### config.mk
export PLATFORM = sky130hd
export DESIGN_NAME = chunk_adder_flat
export DESIGN_NICKNAME = d
export VERILOG_FILES = /design/src/rtl/alu_pkg.sv /design/src/rtl/chunk_adder_if.sv /design/src/rtl/chunk_add_cell.sv /design/src/rtl/chunk_adder.sv /design/src/flat_wrapper.sv
export SDC_FILE = /design/constraint.sdc
export NUM_CORES = 1
export LEC_CHECK = 0
export CAP_MARGIN = 20
export CORE_MARGIN = 2
export CORE_UTILIZATION = 50
export DETAILED_ROUTE_END_ITERATION = 10
export PLACE_DENSITY = 0.79
export SLEW_MARGIN = 20
export SYNTH_ARGS = -nofsm -noshare
export SYNTH_HDL_FRONTEND = slang
export SYNTH_HIERARCHICAL = 1
export SYNTH_SLANG_ARGS = --single-unit
export TNS_END_PERCENT = 30
### constraint.sdc
create_clock -name clk -period 5.9 [get_ports clk]
set_input_delay 1.18 -clock clk [delete_from_list [all_inputs] [get_ports clk]]
set_output_delay 1.18 -clock clk [all_outputs]
set_load 0.1 [all_outputs]
### src/rtl/alu_pkg.sv
// Shared definitions for the multi-cycle ALU units: datapath width and FSM state encoding.
package alu_pkg;

  localparam int DATA_W = 32;

  typedef enum logic [1:0] {
    IDLE = 2'd0,
    BUSY = 2'd1,
    DONE = 2'd2
  } state_t;

  // A one-entry counter still needs a one-bit register.
  function automatic int idx_width(input int n);
    return (n > 1) ? $clog2(n) : 1;
  endfunction

endpackage

### src/rtl/chunk_adder_if.sv
// Request/result bundle for chunk_adder. Define SUM_FLAGS_EN to add the cout/ovf/zero flags.
interface chunk_adder_if
  import alu_pkg::*;
#(
    parameter int WIDTH = DATA_W
);

    logic             start;
    logic [WIDTH-1:0] inreg1;
    logic [WIDTH-1:0] inreg2;
    logic [WIDTH-1:0] out;
    logic             busy;
    logic             done;
`ifdef SUM_FLAGS_EN
    logic             cout;
    logic             ovf;
    logic             zero;

    modport master (
        output start, inreg1, inreg2,
        input  out, busy, done, cout, ovf, zero
    );

    modport slave (
        input  start, inreg1, inreg2,
        output out, busy, done, cout, ovf, zero
    );
`else
    modport master (
        output start, inreg1, inreg2,
        input  out, busy, done
    );

    modport slave (
        input  start, inreg1, inreg2,
        output out, busy, done
    );
`endif

endinterface

### src/rtl/chunk_add_cell.sv
// Combinational CHUNK-bit adder slice with carry in and carry out.
module chunk_add_cell #(
    parameter int CHUNK = 4
) (
    input  logic [CHUNK-1:0] a,
    input  logic [CHUNK-1:0] b,
    input  logic             cin,
    output logic [CHUNK-1:0] s,
    output logic             cout
);

    assign {cout, s} = {1'b0, a} + {1'b0, b} + {{CHUNK{1'b0}}, cin};

endmodule

### src/rtl/chunk_adder.sv
// Multi-cycle adder: out = inreg1 + inreg2, CHUNK bits per clock, start/done handshake.
// Define SUM_FLAGS_EN to also register carry-out, signed overflow and zero flags.
module chunk_adder
  import alu_pkg::*;
#(
    parameter int WIDTH = DATA_W,
    parameter int CHUNK = 4
) (
    input  logic           clk,
    input  logic           rst,
    chunk_adder_if.slave   bus
);

    localparam int NCHUNK = WIDTH / CHUNK;
    localparam int IDX_W  = idx_width(NCHUNK);
    localparam logic [IDX_W-1:0] LAST_IDX = IDX_W'(NCHUNK - 1);

    generate
        if (WIDTH % CHUNK != 0) begin : g_bad_chunk
            $error("chunk_adder: WIDTH (%0d) must be a multiple of CHUNK (%0d)", WIDTH, CHUNK);
        end
    endgenerate

    state_t           state_q;
    state_t           state_d;
    logic [IDX_W-1:0] idx_q;
    logic             carry_q;
    logic [WIDTH-1:0] a_q;
    logic [WIDTH-1:0] b_q;
    logic [WIDTH-1:0] out_q;

    logic             accept;
    logic             last;
    logic [CHUNK-1:0] a_chunk;
    logic [CHUNK-1:0] b_chunk;
    logic [CHUNK-1:0] s_chunk;
    logic             c_chunk;
    logic [WIDTH-1:0] sum_next;

    // Start is only honoured when no operation is in flight.
    assign accept = bus.start && ((state_q == IDLE) || (state_q == DONE));
    assign last   = (idx_q == LAST_IDX);

    assign a_chunk = a_q[int'(idx_q) * CHUNK +: CHUNK];
    assign b_chunk = b_q[int'(idx_q) * CHUNK +: CHUNK];

    chunk_add_cell #(
        .CHUNK (CHUNK)
    ) u_cell (
        .a    (a_chunk),
        .b    (b_chunk),
        .cin  (carry_q),
        .s    (s_chunk),
        .cout (c_chunk)
    );

    // Result with the current chunk merged in; complete on the last chunk.
    always_comb begin
        sum_next = out_q;
        sum_next[int'(idx_q) * CHUNK +: CHUNK] = s_chunk;
    end

    always_comb begin
        state_d = state_q;
        unique case (state_q)
            IDLE:    if (bus.start) state_d = BUSY;
            BUSY:    if (last)      state_d = DONE;
            DONE:    state_d = bus.start ? BUSY : IDLE;
            default: state_d = IDLE;
        endcase
    end

    always_ff @(posedge clk or posedge rst) begin
        if (rst) begin
            state_q <= IDLE;
            idx_q   <= '0;
            carry_q <= 1'b0;
            a_q     <= '0;
            b_q     <= '0;
            out_q   <= '0;
        end else begin
            state_q <= state_d;
            if (accept) begin
                a_q     <= bus.inreg1;
                b_q     <= bus.inreg2;
                idx_q   <= '0;
                carry_q <= 1'b0;
            end else if (state_q == BUSY) begin
                out_q   <= sum_next;
                carry_q <= c_chunk;
                idx_q   <= last ? '0 : idx_q + 1'b1;
            end
        end
    end

`ifdef SUM_FLAGS_EN
    logic cout_q;
    logic ovf_q;
    logic zero_q;

    always_ff @(posedge clk or posedge rst) begin
        if (rst) begin
            cout_q <= 1'b0;
            ovf_q  <= 1'b0;
            zero_q <= 1'b0;
        end else if ((state_q == BUSY) && last) begin
            cout_q <= c_chunk;
            ovf_q  <= (a_q[WIDTH-1] == b_q[WIDTH-1]) && (sum_next[WIDTH-1] != a_q[WIDTH-1]);
            zero_q <= (sum_next == '0);
        end
    end

    assign bus.cout = cout_q;
    assign bus.ovf  = ovf_q;
    assign bus.zero = zero_q;
`endif

    assign bus.out  = out_q;
    assign bus.busy = (state_q == BUSY);
    assign bus.done = (state_q == DONE);

endmodule
### src/flat_wrapper.sv
// flat-port wrapper written by rule: the top's interface ports become plain ports
module chunk_adder_flat import alu_pkg::*;
#(
    parameter int WIDTH = DATA_W,
    parameter int CHUNK = 4
)
  (clk, rst, bus_start, bus_inreg1, bus_inreg2, bus_out, bus_busy, bus_done);
  chunk_adder_if #(.WIDTH(WIDTH)) bus_i ();
  input  logic clk;
  input  logic rst;
  input wire logic [$bits(bus_i.start)-1:0] bus_start;
  input wire logic [$bits(bus_i.inreg1)-1:0] bus_inreg1;
  input wire logic [$bits(bus_i.inreg2)-1:0] bus_inreg2;
  output wire logic [$bits(bus_i.out)-1:0] bus_out;
  output wire logic [$bits(bus_i.busy)-1:0] bus_busy;
  output wire logic [$bits(bus_i.done)-1:0] bus_done;
  assign bus_i.start = bus_start;
  assign bus_i.inreg1 = bus_inreg1;
  assign bus_i.inreg2 = bus_inreg2;
  assign bus_out = bus_i.out;
  assign bus_busy = bus_i.busy;
  assign bus_done = bus_i.done;
  chunk_adder #(.WIDTH(WIDTH), .CHUNK(CHUNK)) u_core (.clk(clk), .rst(rst), .bus(bus_i));
endmodule
# Yosys cells after proc, flatten, opt, wreduce, memory -nomap -nowiden

Index checks and enable logic that the tools add are counted.

Register bits: 102
Latch bits: 0
Bits in writable memories: 0
Bits in read-only memories: 0
Logic and storage cells: 36
Memories kept: 0

Add/sub/neg operators: 4
Multiply operators: 0
Div/mod/pow operators: 0
Order comparisons: 0
Equal/unequal tests: 5
Shift operators: 4
Mux-type cells: 10
Bitwise logic cells: 1
Reduce and logical (&&, ||, !) cells: 6

Operator list:

| kind                      | number |
|---|---|
| $shiftx A32 B6 Y4         | 2 |
| $neg A5 Y33               | 1 |
| $shift A4 B33 Y32 const A | 1 |
| $shiftx A4 B33 Y32        | 1 |
| $bwmux W32                | 1 |
| $mux W3                   | 3 |
| $pmux W2 S3               | 1 |
| $add A4 B4 Y5             | 1 |
| $add A5 B1 Y5             | 1 |
| $mux W2                   | 2 |
| $reduce_and A2 Y1         | 2 |
| $add A3 B1 Y3 const B     | 1 |
| $eq A3 B3 Y1 const B      | 1 |
| $mux W1                   | 3 |
| $eq A2 B1 Y1 const B      | 1 |
| $eq A2 B2 Y1 const B      | 1 |
| $logic_not A2 Y1          | 1 |
| $ne A2 B1 Y1 const B      | 1 |
| $ne A2 B2 Y1 const B      | 1 |
| $reduce_bool A2 Y1        | 1 |
| $logic_and A1 B1 Y1       | 1 |
| $logic_or A1 B1 Y1        | 1 |
| $not A1 Y1                | 1 |

# Longest topological paths before layout

Gate-level depths: netlist of the first run.

Depth after elaboration: 5
Depth in mapped cells: 12

# Modules after synthesis

Netlist of the first run, hierarchy kept.

By module, submodules not included:

| module         | instances | cells each | area each (µm²) |
|---|---|---|---|
| chunk_adder    | 1         | 445        | 4610.7 |
| chunk_add_cell | 1         | 16         | 143.9 |

# Least setup slack after synthesis of the first run

Ideal clock, no wire load.

Path kind: register -> output
Start: reg u_core.state_q[0]
End: out bus_done
Data arrival time: 1.735 ns
Data required time: 4.720 ns
Slack: 2.985 ns
Stages on the path, launching flop included: 2
Buffers on the path: 0
Cell sequence: dfrtp_1 -> nor2b_1

Longest elaborated chain between the ends: 1

RTL lines:

| item                     | RTL line           | RTL |
|---|---|---|
| start: declaration       | chunk_adder.sv:24  | `state_t state_q;` |
| start signal: assignment | chunk_adder.sv:82  | `state_q <= state_d;` |
| $eq A2 B2 Y1             | chunk_adder.sv:120 | `assign bus.done = (state_q == DONE);` |
| end: declaration         | flat_wrapper.sv:16 | `output wire logic [$bits(bus_i.done)-1:0] bus_done;` |

Every way passes these cells.

# Final worst setup path of the first run

Start: reg u_core.state_q[1]
End: out bus_busy

Longest elaborated chain between the ends: 1

RTL lines:

| item             | RTL line           | RTL |
|---|---|---|
| $eq A2 B1 Y1     | chunk_adder.sv:119 | `assign bus.busy = (state_q == BUSY);` |
| end: declaration | flat_wrapper.sv:15 | `output wire logic [$bits(bus_i.busy)-1:0] bus_busy;` |

Every way passes these cells.

==> flow_summary_export.csv, run 1 <==
group,metric,value,unit
setup_path,crit_family,"buffers and inverters",
logic_synthesis,synth-compound-area-share,1.29,%
setup_path,critPathMaxFanout,8,
logic_synthesis,synth_simple_gate_area_share,23.3,%
finish,fin_nets,634,
finish,final_design_area_excluding_fillers,6040,um2
floorplan,floorplan.io_pins,101,
setup_path,rr_worst_depth,10,
timing,report.final.hold_viol_count,0,
clocking,clock_latency,0.36,ns
logic_synthesis,synth.area.top_cells,"dfrtp_1 54%, nand2_1 17%, mux2_2 7.6%",
setup_path,setup.worst_path.class,"reg -> out",
logic_synthesis,synth.yosys.warnings,6,
logic_synthesis,post_synth_fa_ha_maj_area_fraction,3.47,%
timing,unrepaired_setup_endpoints_after_global_routing,"false",
floorplan,die_area,10300,um2
setup_path,worstPathRequired,4.72,ns
setup_path,worst-path-stages,3,
setup_path,crit_slowest_cell,"clkdlybuf4s50_1",
pwr,ir_drop,0.000334,V
route,dr_iter_0_viols,134,
finish,n_antenna_cell,0,
grt,global_route_wire_length_before_repair,16700,um
route,detailroute.via_count,3490,
logic_synthesis,synthesized_netlist_net_count,540,
clocking,post_cts_buffers,0,
route,drc_violation_count_after_routing,0,
grt,number_of_global_route_vias_before_repair,3549,
placed_design,place.port_buffers,100,
grt,grt_start_max_net_pins,70,
logic_synthesis,ys.flop_type,"dfrtp_1",
floorplan,die_width,102,um
floorplan,die_h,102,um
route,drt-pass1-iter-count,4,
setup_path,critical_path.startpoint_type,"flop",
timing,timing.hold.ws,0.478,ns
placed_design,dp_cells,673,
grt,globalRouteOverflowTotal,0,
finish,fin_util,65.3,%
setup_path,critPathArrivalTime,2.46,ns
logic_synthesis,synth_area_leader_cell,"dfrtp_1",
placed_design,placement.cell_area,5860,um2
setup_path,r2r_end,"u_core/bus.out[11]",
logic_synthesis,synthCells,461,
timing,worstMarginPinSlew,0.996,ns
timing,final_clock_period_utilization_by_the_worst_path,61.7,%
logic_synthesis,edff_count_synth,0,
logic_synthesis,synth_common_cells,"219 x nand2_1, 102 x dfrtp_1, 32 x mux2_2, 16 x mux4_2, 12 x and2_1",
floorplan,initial_core_util,51.5,%
logic_synthesis,post_synthesis_share_of_cell_area_spent_on_xor_and_xnor_gates,0.368,%
setup_path,crit-reg2reg-launch,"u_core/idx_q[0]",
placed_design,post-dp-hpwl,7410,um
finish,proportion_of_layout_cells_with_a_drive_suffix_above_1,13.8,%
floorplan,core.rowCount,35,
setup_path,cp-endpoint,"bus_busy",
timing,timing.final.setup_violations,0,
grt,antenna_violations_before_repair,0,
logic_synthesis,synthMuxAreaShare,15.2,%
clocking,root_buffer,"clkbuf_8",
placed_design,pre_cts_slack,2.65,ns
pwr,power.total,3.83,mW
logic_synthesis,syn_area_per_cell,10.3,um2
finish,synthToLayoutAreaGrowth,27.0,%
route,viasPerCell,5.07,
clocking,cts_max_level,3,
logic_synthesis,synth.most_common_cell,"nand2_1",
run,cap_viol_max_count,0,
pwr,power_leakage,2.93,nW
logic_synthesis,synthesis_stage_register_bit_count,102,
setup_path,cp-startpoint,"u_core/state_q[1]",
timing,count_of_final_max_slew_check_failures,0,
setup_path,critical_path.cell_chain,"nand2b_1 > inv_2 > clkdlybuf4s50_1",
clocking,cts-hold-fix-buffers,0,
timing,finalClockSkew,0.00605,ns
setup_path,cp-end-kind,"output port",
timing,final_critical_path_setup_slack,2.26,ns
route,routed_wl,10100,um
setup_path,reg2reg_slack,2.66,ns
logic_synthesis,synth.cell_area,4750,um2
clocking,max_buffers_root_to_sink,2,
timing,finalSetupTns,0,ns
route,routed_wire_length_per_instance,14.7,um
timing,timing.slew.headroom,33.4,%
clocking,cts.clk_slew.worst_paths,0.09,ns
clocking,cts_repair_resize_count,0,
grt,globalRouteTotalUtil,20.9,%
hold_path,hold_depth,2,
hold_path,hold_path_class,"reg -> reg",
finish,final_cell_count_no_fill,689,
timing,max_freq,0.275,GHz
clocking,tritoncts,"yes",
setup_path,critical_path.max_stage_delay,1.17,ns
logic_synthesis,synth_top_family_by_area,"simple AND/OR/NAND/NOR gates",
logic_synthesis,synth_async_sr_flop_share,100,%
pwr,power.density_cell_area,635,nW/um2
clocking,tritoncts.num_buffers,9,
logic_synthesis,synth-seq-area-share,53.7,%
logic_synthesis,yosysUniqueCellTypes,32,
logic_synthesis,yosysTopAreaCellShare,53.7,%
clocking,clock_sink_count,102,
floorplan,fp.coreArea,9240,um2
timing,post-route-min-period,3.64,ns
placed_design,gp_routability_congestion,0.790,
setup_path,number_of_buffers_and_inverters_on_the_critical_path,2,
route,ant_nets,0,
status,status,"completed",
[placed cells by master, fill, tap and decap left out, types with 3 or more instances in the layout]
cell	netlist	routed
and2_1	12	12
buf_4	2	3
clkbuf_8	0	9
clkdlybuf4s50_1	0	100
clkinv_2	0	3
dfrtp_1	102	102
ha_1	10	10
inv_1	8	7
mux2_2	32	32
mux4_2	16	16
nand2_1	219	219
nand4b_1	4	4
nor2_1	3	3
nor2b_1	7	6
nor3_2	4	4
[cell type report]
class                           instances  area (um2)
Tap cell                              129         161
Fill cell                             737        3200
Clock buffer                            9         124
Timing Repair Buffer                  103        1020
Clock inverter                          7        48.8
Inverter                               10        40.0
Multi-Input combinational cell        329        2090
Sequential cell                       102        2550
[state kept, by name, indices dropped and copies added, names as in the netlist]
register,cells
u_core/b_q,32
u_core/bus.out,32
u_core/idx_q,3
u_core/a_q,32
u_core/state_q,2
u_core/carry_q,1
[power breakdown]
part | internal (mW) | switching [mW] | leakage (nW)
Clock | 0.155 | 0.239 | 0.0898
Sequential | 1.00 | 0.211 | 1.29
Combinational | 0.811 | 1.42 | 1.55
[cells by family (layout without fill, tap and decap cells)]
logic type,count (synthesis),after routing
multiplexers,48,48
AO/OA/AOI/OAI,8,8
flip-flops,102,102
AND/OR/NAND/NOR,259,259
XOR/XNOR,2,2
adder cells (fa/ha/maj),12,12
buffers and inverters,30,129
[layer usage]
metal | part of all wire, % | up-vias | track usage [%]
li1 | - | 1675 | -
met1 | 44 | 1693 | 27.9
met2 | 50 | 108 | 34.9
met3 | 4.8 | 14 | 4.00
met4 | 1.2 | 0 | 6.03
met5 | 0 | - | 0
[tightest hold or removal path: cells and delay by family, from the launching register on]
family / cells / cell delay (ns)
flip-flops: 1 / 0.35
AND/OR/NAND/NOR: 2 / 0.10
[how the worst min path moves through the flow]
stage,start,endpoint,slack (ns)
floorplan,u_core/a_q[16],u_core/a_q[16],0.44
global placement,u_core/b_q[10],u_core/b_q[10],0.45
detailed placement,u_core/a_q[27],u_core/a_q[27],0.46
CTS,u_core/b_q[25],u_core/b_q[25],0.48
global route,u_core/a_q[27],u_core/a_q[27],0.50
finish,u_core/a_q[29],u_core/a_q[29],0.48
(Power assumes the default switching activity.)
==> inputs of run 2 (changes only) <==
CORE_UTILIZATION = 46   (was 50)
PLACE_DENSITY = 0.76   (was 0.79)
clock period = 3.23 ns   (was 5.9 ns; I/O delays follow)
==> run 2 against run 1 <==
Compared with the run above:
- cell count up 1.6%
- die area up 8.3%
- global-route usage down 1.9 points
- non-clock buffer count up 5
- flip-flop and latch count unchanged
==> flow_summary_export.csv, run 2 (synthesized netlist as in run 1, its figures left out) <==
group,metric,value,unit
setup_path,worstPathRequired,3.49,ns
placed_design,place.port_buffers,100,
setup_path,cp-startpoint,"u_core/idx_q[0]",
finish,fin_nets,639,
route,dr_iter_0_viols,186,
timing,final_clock_period_utilization_by_the_worst_path,88.9,%
clocking,cts_repair_resize_count,0,
timing,report.final.hold_viol_count,0,
setup_path,critical_path.cell_chain,"buf_12 > mux4_2 > nand2_1 > nand2_1 > fa_1 > a21o_1 > a21oi_2 > xnor2_1 > and2_1 > mux2_2",
finish,layout.cells.most_common,"nand2_1",
finish,synthToLayoutAreaGrowth,27.1,%
floorplan,die_h,106,um
setup_path,critPathMaxFanout,25,
setup_path,crit_family,"multiplexers",
floorplan,core.rowCount,37,
clocking,tritoncts,"yes",
clocking,cts-hold-fix-buffers,0,
setup_path,setup.worst_path.class,"reg -> reg",
timing,post-route-min-period,2.87,ns
placed_design,gp_routability_congestion,0.811,
clocking,max_buffers_root_to_sink,2,
clocking,post_cts_buffers,0,
clocking,cts.clk_slew.worst_paths,0.10,ns
pwr,power_leakage,3.01,nW
setup_path,crit_slowest_cell,"mux4_2",
clocking,root_buffer,"clkbuf_8",
finish,proportion_of_layout_cells_with_a_drive_suffix_above_1,20.4,%
floorplan,die_area,11200,um2
setup_path,number_of_buffers_and_inverters_on_the_critical_path,1,
finish,n_antenna_cell,0,
grt,global_route_wire_length_before_repair,16700,um
setup_path,critPathArrivalTime,3.13,ns
pwr,power.density_cell_area,1160,nW/um2
setup_path,critical-path-top-cell-by-count,"nand2_1",
timing,max_freq,0.348,GHz
placed_design,post-dp-hpwl,7440,um
route,routed_wire_length_per_instance,14.2,um
grt,globalRouteOverflowTotal,0,
timing,finalClockSkew,0.0139,ns
run,cap_viol_max_count,0,
grt,antenna_violations_before_repair,0,
pwr,ir_drop,0.000814,V
floorplan,fp.coreArea,10200,um2
hold_path,worst_hold_startpoint,"u_core/b_q[27]",
floorplan,floorplan.io_pins,101,
timing,worstMarginPinSlew,0.719,ns
status,status,"completed",
finish,most_frequent_cells_in_the_layout,"219 x nand2_1, 102 x dfrtp_1, 66 x clkdlybuf4s50_1, 39 x buf_4, 32 x mux2_2",
route,drt-pass1-iter-count,5,
setup_path,critical_path.startpoint_type,"flop",
route,routed_wl,9950,um
timing,timing.final.setup_violations,0,
hold_path,hold_path_class,"reg -> reg",
clocking,tritoncts.num_buffers,9,
timing,timing.slew.headroom,52.1,%
clocking,cts_max_level,3,
timing,unrepaired_setup_endpoints_after_global_routing,"false",
route,drc_violation_count_after_routing,0,
route,detailroute.via_count,3460,
route,viasPerCell,4.94,
clocking,clock_sink_count,102,
timing,count_of_final_max_slew_check_failures,0,
route,ant_nets,0,
pwr,power.total,6.99,mW
grt,globalRouteTotalUtil,18.9,%
clocking,clock_latency,0.37,ns
timing,finalSetupTns,0,ns
floorplan,die_width,106,um
setup_path,crit-reg2reg-launch,"u_core/idx_q[0]",
grt,number_of_global_route_vias_before_repair,3542,
grt,grt_start_max_net_pins,103,
setup_path,cp-end-kind,"flop",
setup_path,critical_path.max_stage_delay,0.51,ns
floorplan,initial_core_util,46.7,%
run 2: cell types whose count changed in the layout (fill, tap and decap cells not counted):
cell and change:
nand2b_2 +1, inv_4 -1, clkdlybuf4s50_1 -34, buf_4 +36, clkbuf_8 +2, clkinvlp_4 +1, clkinv_2 -2, nand2b_4 -1
clkinv_4 -1, buf_12 +3
run 2: area by class of cell:
cell class              instances  area [um2]
well taps                     136         170
multi-input cells             329        2080
fillers                       888        4140
clock buffers                  11         151
repair buffers                108        1010
flip-flops and latches        102        2550
clock inverters                 4        30.0
inverters                      10        41.3
run 2: worst paths after layout:
| check | end | slack, ns | cells past startpoint |
|---|---|---|---|
| setup / recovery | u_core/bus.out[7] | 0.36 | 10 |
| min in group asynchronous | u_core/a_q[9] | 0.77 | 3 |
| hold / removal | u_core/b_q[27] | 0.48 | 2 |
| max in group asynchronous | u_core/b_q[28] | 2.06 | 3 |
| hold reg to reg | u_core/b_q[27] | 0.48 | 2 |
| setup reg to reg | u_core/bus.out[7] | 0.36 | 10 |
run 2: worst reg2reg max path: stages, from the launching register on:
cell and delay (ns):
dfrtp_1 0.43, buf_12 0.23, mux4_2 0.52, nand2_1 0.08, nand2_1 0.10, fa_1 0.45, a21o_1 0.20, a21oi_2 0.14
xnor2_1 0.17, and2_1 0.20, mux2_2 0.26
run 2: metrics by stage:
step | hold WS, ns | utilization [%] | std cells | area [um2] | worst slack, ns
after floorplan | 0.440 | - | 461 | 4760 | 0.504
after global placement | 0.454 | 57.5 | 685 | 5860 | 0.472
after detailed placement | 0.459 | 57.5 | 685 | 5860 | 0.374
after CTS | 0.481 | 59.3 | 700 | 6040 | 0.345
after global routing | 0.509 | 59.3 | 700 | 6040 | 0.196
final | 0.480 | 59.3 | 700 | 6040 | 0.360
run 2: metal layers:
metal  up-vias  GRT usage, %  share of wire (%)
li1       1692             -                  -
met1      1677          25.6                 46
met2        80          31.2                 49
met3        11          3.28                4.2
met4         0          6.20                1.4
met5         -             0                  0
run 2: power by group:
part	internal, mW	switching (mW)	leakage, nW
sequential	1.83	0.343	1.29
clock	0.322	0.425	0.0922
combinational	1.47	2.60	1.63
total	3.63	3.36	3.01
==> inputs of run 3 (changes only) <==
SLEW_MARGIN = default   (was 20)
==> results of run 3 <==
Same layout as run 2: the final DEF is identical, and so are final timing and power.
